===== src/rtl/apb_uart_tx_fifo.sv =====
// APB3 UART transmitter (16550 register subset) with a parametrised TX FIFO.
// Characters written to THR are queued and serialised on txd_o at {DLM,DLL} clocks per bit.
module apb_uart_tx_fifo #(
    parameter int TX_FIFO_DEPTH  = 16,
    parameter int APB_ADDR_WIDTH = 32
) (
    input  logic                      clk_i,
    input  logic                      rst_ni,
    input  logic                      psel_i,
    input  logic                      penable_i,
    input  logic                      pwrite_i,
    input  logic [APB_ADDR_WIDTH-1:0] paddr_i,
    input  logic [31:0]               pwdata_i,
    output logic [31:0]               prdata_o,
    output logic                      pready_o,
    output logic                      pslverr_o,
    output logic                      txd_o,
    output logic                      irq_o
);
    localparam int AW = $clog2(TX_FIFO_DEPTH);

    typedef enum logic [1:0] {IDLE, START, DATA, STOP} state_e;

    logic [7:0]    lcr, dll, dlm, scr, wd, rdata;
    logic          etbei, fifo_en;
    logic [7:0]    mem [TX_FIFO_DEPTH];
    logic [AW-1:0] wptr, rptr;
    logic [AW:0]   count;
    state_e        state, state_n;
    logic [15:0]   baud_cnt, baud_cnt_n, div_m1;
    logic [7:0]    shreg, shreg_n;
    logic [2:0]    bit_cnt, bit_cnt_n;
    logic          stop2, stop2_n, txd_q, txd_n;
    logic [2:0]    idx;
    logic          access, err, dlab, wr_en, thr_wr, fcr_wr, flush, full, push, pop, thre, temt;
    logic          unused_bits;

    assign idx       = paddr_i[4:2];
    assign wd        = pwdata_i[7:0];
    assign access    = psel_i & penable_i;
    assign err       = (idx == 3'd4) | (idx == 3'd6);
    assign dlab      = lcr[7];
    assign wr_en     = access & pwrite_i & ~err;
    assign thr_wr    = wr_en & (idx == 3'd0) & ~dlab;
    assign fcr_wr    = wr_en & (idx == 3'd2);
    // Toggling the enable also discards queued characters.
    assign flush     = fcr_wr & (wd[2] | (wd[0] != fifo_en));
    assign full      = fifo_en ? (count == (AW+1)'(TX_FIFO_DEPTH)) : (count != '0);
    assign push      = thr_wr & ~flush & (~full | pop);
    assign thre      = (count == '0);
    assign temt      = thre & (state == IDLE);
    assign div_m1    = ({dlm, dll} == 16'd0) ? 16'd0 : {dlm, dll} - 16'd1;
    assign pready_o  = 1'b1;
    assign pslverr_o = access & err;
    assign txd_o     = txd_q & ~lcr[6];
    assign prdata_o  = {24'h0, rdata};
    assign unused_bits = ^{paddr_i[APB_ADDR_WIDTH-1:5], paddr_i[1:0], pwdata_i[31:8]};

    always_comb begin
        rdata = 8'h00;
        if (access && !pwrite_i) begin
            case (idx)
                3'd0:    rdata = dlab ? dll : 8'h00;
                3'd1:    rdata = dlab ? dlm : {6'b0, etbei, 1'b0};
                3'd2:    rdata = {fifo_en ? 2'b11 : 2'b00, 4'b0, irq_o ? 2'b10 : 2'b01};
                3'd3:    rdata = lcr;
                3'd5:    rdata = {1'b0, temt, thre, 5'b0};
                3'd7:    rdata = scr;
                default: rdata = 8'h00;
            endcase
        end
    end

    always_ff @(posedge clk_i or negedge rst_ni) begin
        if (!rst_ni) begin
            lcr     <= 8'h03;
            dll     <= 8'h01;
            dlm     <= 8'h00;
            scr     <= 8'h00;
            etbei   <= 1'b0;
            fifo_en <= 1'b0;
            irq_o   <= 1'b0;
        end else begin
            if (wr_en) begin
                case (idx)
                    3'd0:    if (dlab) dll <= wd;
                    3'd1:    if (dlab) dlm <= wd; else etbei <= wd[1];
                    3'd2:    fifo_en <= wd[0];
                    3'd3:    lcr <= wd;
                    3'd7:    scr <= wd;
                    default: ;
                endcase
            end
            irq_o <= etbei & thre;
        end
    end

    // Pointers wrap naturally at the power-of-two depth; count separates full from empty.
    always_ff @(posedge clk_i or negedge rst_ni) begin
        if (!rst_ni) begin
            wptr  <= '0;
            rptr  <= '0;
            count <= '0;
        end else if (flush) begin
            wptr  <= '0;
            rptr  <= '0;
            count <= '0;
        end else begin
            if (push) wptr <= wptr + 1'b1;
            if (pop)  rptr <= rptr + 1'b1;
            count <= count + (AW+1)'(push) - (AW+1)'(pop);
        end
    end

    always_ff @(posedge clk_i) begin
        if (push) mem[wptr] <= wd;
    end

    always_comb begin
        state_n    = state;
        baud_cnt_n = baud_cnt;
        shreg_n    = shreg;
        bit_cnt_n  = bit_cnt;
        stop2_n    = stop2;
        txd_n      = 1'b1;
        pop        = 1'b0;
        unique case (state)
            IDLE: begin
                if (count != '0 && !flush) begin
                    pop        = 1'b1;
                    shreg_n    = mem[rptr];
                    bit_cnt_n  = {1'b1, lcr[1:0]};  // data bits minus one
                    stop2_n    = lcr[2];
                    baud_cnt_n = div_m1;
                    state_n    = START;
                    txd_n      = 1'b0;
                end
            end
            START: begin
                txd_n = 1'b0;
                if (baud_cnt == 16'd0) begin
                    state_n    = DATA;
                    baud_cnt_n = div_m1;
                    txd_n      = shreg[0];
                end else begin
                    baud_cnt_n = baud_cnt - 16'd1;
                end
            end
            DATA: begin
                txd_n = shreg[0];
                if (baud_cnt == 16'd0) begin
                    baud_cnt_n = div_m1;
                    if (bit_cnt == 3'd0) begin
                        state_n   = STOP;
                        bit_cnt_n = {2'b0, stop2};
                        txd_n     = 1'b1;
                    end else begin
                        shreg_n   = shreg >> 1;
                        bit_cnt_n = bit_cnt - 3'd1;
                        txd_n     = shreg[1];
                    end
                end else begin
                    baud_cnt_n = baud_cnt - 16'd1;
                end
            end
            STOP: begin
                if (baud_cnt == 16'd0) begin
                    baud_cnt_n = div_m1;
                    if (bit_cnt == 3'd0) state_n = IDLE;
                    else bit_cnt_n = bit_cnt - 3'd1;
                end else begin
                    baud_cnt_n = baud_cnt - 16'd1;
                end
            end
        endcase
    end

    always_ff @(posedge clk_i or negedge rst_ni) begin
        if (!rst_ni) begin
            state    <= IDLE;
            baud_cnt <= 16'd0;
            shreg    <= 8'h00;
            bit_cnt  <= 3'd0;
            stop2    <= 1'b0;
            txd_q    <= 1'b1;
        end else begin
            state    <= state_n;
            baud_cnt <= baud_cnt_n;
            shreg    <= shreg_n;
            bit_cnt  <= bit_cnt_n;
            stop2    <= stop2_n;
            txd_q    <= txd_n;
        end
    end

endmodule


===== config.mk =====
export PLATFORM = sky130hd
export DESIGN_NAME = apb_uart_tx_fifo
export DESIGN_NICKNAME = d
export VERILOG_FILES = /design/src/rtl/apb_uart_tx_fifo.sv
export SDC_FILE = /design/constraint.sdc
export NUM_CORES = 1
export LEC_CHECK = 0
export ABC_AREA = 1
export CAP_MARGIN = 20
export CELL_PAD_IN_SITES_DETAIL_PLACEMENT = 1
export CELL_PAD_IN_SITES_GLOBAL_PLACEMENT = 1
export CORE_MARGIN = 1
export CORE_UTILIZATION = 44
export DETAILED_ROUTE_END_ITERATION = 8
export GPL_ROUTABILITY_DRIVEN = 1
export PLACE_DENSITY_LB_ADDON = 0.1
export SYNTH_ARGS = -nofsm -noshare
export SYNTH_HDL_FRONTEND = slang
export SYNTH_SLANG_ARGS = --single-unit

===== constraint.sdc =====
create_clock -name clk_i -period 2.86 [get_ports clk_i]
set_input_delay 0.286 -clock clk_i [delete_from_list [all_inputs] [get_ports clk_i]]
set_output_delay 0.286 -clock clk_i [all_outputs]
set_load 0.02 [all_outputs]

==> flow_summary_export.csv <==
group,metric,value,unit
global_route,grt_pass1_wl,47100,um
floorplan,ioPinCount,105,
worst_hold_path,hold_path.class,"in -> async",
clock_tree,cts_tree,"yes",
power_and_ir_drop,p_switching,4.54,mW
worst_setup_path,start_kind,"input pin",
power_and_ir_drop,leakage,5.16,nW
finish,antennaDiodeCount,0,
floorplan,dieArea,0.0242,mm2
synth,syn-cell-area,0.0104,mm2
clock_tree,cts.path.max_buffers,3,
detailed_routing,ant_nets,0,
detailed_routing,viasPerCell,5.31,
synth,synth_area_leader_cell,"edfxtp_1",
synth,yosys-top-cells-count,"288 x nand2_1, 186 x nor2_1, 128 x edfxtp_1, 121 x nand3_1, 102 x o21ai_0",
synth,ys_types,39,
floorplan,rows,55,
sta,drv_slew,0,
clock_tree,root_buffer,"clkbuf_16",
sta,max_freq,373,MHz
synth,ys_top_cells_by_area,"edfxtp_1 37%, dfrtp_1 18%, nand2_1 10%",
global_route,track_usage,25.4,%
finish,syn2layout_area_growth,15.4,%
power_and_ir_drop,vdd_drop_max,0.000572,V
status,run_status,"finished, final reports clean",
sta,setup_viol,0,
power_and_ir_drop,finalPower,11.4,mW
detailed_routing,initialDrtViolationCount,656,
synth,synth_edf_count,128,
finish,drive_gt1_share,8.78,%
sta,fin_crit_sh,93.7,%
sta,rsz0062_at_grt,"false",
detailed_routing,drc,0,
clock_tree,clk_pin_slew,0.06,ns
detailed_routing,routed_wl,29100,um
sta,hold_viol_final,0,
synth,synth_ff_type,"edfxtp_1",
synth,syn_inst,1186,
detailed_routing,drt_first_pass_iters,5,
synth,yosysMostFrequentCell,"nand2_1",
sta,tns,0,ns
clock_tree,cts_setup_buffers,0,
global_route,grt_pass1_vias,8538,
clock_tree,numClockSinks,207,
synth,seq_area_frac_synth,56.2,%
run,max-cap-violations,0,
placed_design,portBuffers,26,
floorplan,die_h,155,um
placed_design,place_inst,1532,
worst_setup_path,critPathArrivalTime,2.39,ns
worst_setup_path,path_max_fanout,7,
power_and_ir_drop,p_per_area,951,mW/mm2
finish,final_cells,1577,
sta,slew_headroom,48.7,%
global_route,grt_max_degree,69,
clock_tree,cts_max_level,1,
global_route,grt_overflow_total,0,
power_and_ir_drop,clockPowerShare,27.9,%
floorplan,fp.dieW,155,um
worst_setup_path,end_kind,"output pin",
synth,yosys_register_bits,207,
sta,fin_worst_skew,0.0177,ns
floorplan,core,0.0228,mm2
worst_setup_path,critPathKind,"in -> out",
placed_design,gp_congestion,0.898,
placed_design,dpl.hpwl,19800,um
sta,worstMarginPinSlew,0.769,ns
synth,yosysWarnings,0,
synth,synth_top_area_share,37.1,%
power_and_ir_drop,p_seq_share,33.8,%
power_and_ir_drop,p_int,6.84,mW
detailed_routing,vias,8371,
sta,fin_crit,2.68,ns
worst_setup_path,required,2.57,ns
finish,nets,1334,
power_and_ir_drop,combPwrFrac,38.4,%
clock_tree,clk_latency,0.54,ns
floorplan,start_util,45.3,%
detailed_routing,wl_per_cell,18.5,um
global_route,grt_antenna_before_repair,0,
synth,ys_async_sr_fraction,38.2,%
synth,avgSynthCellArea,8.74,um2
clock_tree,cts_inserted_buffers,24,
power_and_ir_drop,power.share.switching,39.9,%
-- worst max-delay path, stage by stage --
cell	delay, ns
clkdlybuf4s50_1	0.42
buf_4	0.16
inv_1	0.10
nand3_1	0.10
inv_1	0.22
nand2_1	0.08
and3_1	0.16
a31oi_1	0.21
clkdlybuf4s50_1	0.66
-- path summary, 6_finish.rpt --
path / from / endpoint / slack, ns / depth (start not counted)
min in group clk_i: pwdata_i[4] / lcr[4] / 0.46 / 3
max in group asynchronous: rst_ni / dll[0] / 1.82 / 3
min reg2reg: bit_cnt[1] / bit_cnt[1] / 0.48 / 2
max: paddr_i[4] / prdata_o[1] / 0.18 / 9
min: rst_ni / shreg[4] / 0.34 / 2
max reg2reg: count[3] / count[4] / 0.32 / 15
-- through the flow --
stage / cell area, um2 / hold WS [ns] / util, % / setup slack (ns)
2_1_floorplan: 10400 / -0.00959 / - / 0.598
3_3_place_gp: 11100 / 0.367 / 48.7 / 0.149
5_1_grt: 12000 / 0.406 / 52.3 / 0.0114
6_report: 12000 / 0.341 / 52.3 / 0.181
4_1_cts: 12000 / 0.360 / 52.3 / 0.0493
3_5_place_dp: 11100 / 0.373 / 48.7 / 0.0325
-- cells by family after synthesis --
logic type               share of synthesized area, %
AO/OA/AOI/OAI                                    8.01
XOR/XNOR                                         1.18
adder cells (fa/ha/maj)                          2.37
buffers and inverters                            7.28
flip-flops                                       56.2
other                                          0.0725
AND/OR/NAND/NOR                                  24.9
-- metal layers --
metal	wire, um	GRT usage (%)
met5	0	0
met4	405	5.28
met3	1410	2.92
met2	13200	40.7
met1	14100	37.2
-- power by group through the flow --
stage,Combinational (mW),Clock [mW],Sequential [mW]
after floorplan,3.10,0,3.79
after global placement,4.22,0,3.89
after detailed placement,4.35,0,3.89
after CTS,4.39,3.22,3.84
after global routing,5.00,3.32,3.88
final,4.36,3.17,3.84
-- timing repair --
| item | CTS | global route |
|---|---|---|
| endpoints found under the setup margin | 2 | 1 |
| cloned | 0 | 0 |
| hold buffers | 1 | 0 |
| endpoints found under the hold margin | 42 | 0 |
| pin swaps | 0 | 0 |
| resized for setup | 2 | 1 |
-- placed cells by master (no fill, tap or decap), types with 3 or more instances in the layout --
cell and instances:
o22ai_1 4, dfstp_2 4, nand3_2 3, nor3_1 3, o211ai_1 11, nand3_1 121, clkbuf_16 24, xnor2_1 4
a31oi_1 3, bufinv_16 4, inv_1 94, clkbuf_1 3, nand2_1 288, a21oi_1 19, inv_2 6, edfxtp_1 128
ha_1 18, dfrtp_1 74, clkdlybuf4s50_1 23, nand4_1 14, clkinv_2 8, clkinv_1 8, or2_2 3, conb_1 25
buf_4 50, xor2_1 10, o21ai_0 102, nor2_1 186
-- sequential cells by signal, indices dropped and copies added (netlist names) --
register / count
count: 5
stop2: 1
state: 2
txd_q: 1
lcr: 8
bit_cnt: 3
mem: 128
dll: 8
dlm: 8
scr: 8
rptr: 4
etbei: 1
shreg: 8
irq_o: 1
baud_cnt: 16
fifo_en: 1
wptr: 4
-- layout make-up --
type                    count  area [um2]
fillers                  2754       10900
flip-flops and latches    207        5830
multi-input cells         832        3870
repair buffers             77         657
clock buffers              27         612
well taps                 313         392
inverters                 104         390
clock inverters            17         205
No activity file was read; power rests on OpenSTA's default activity.
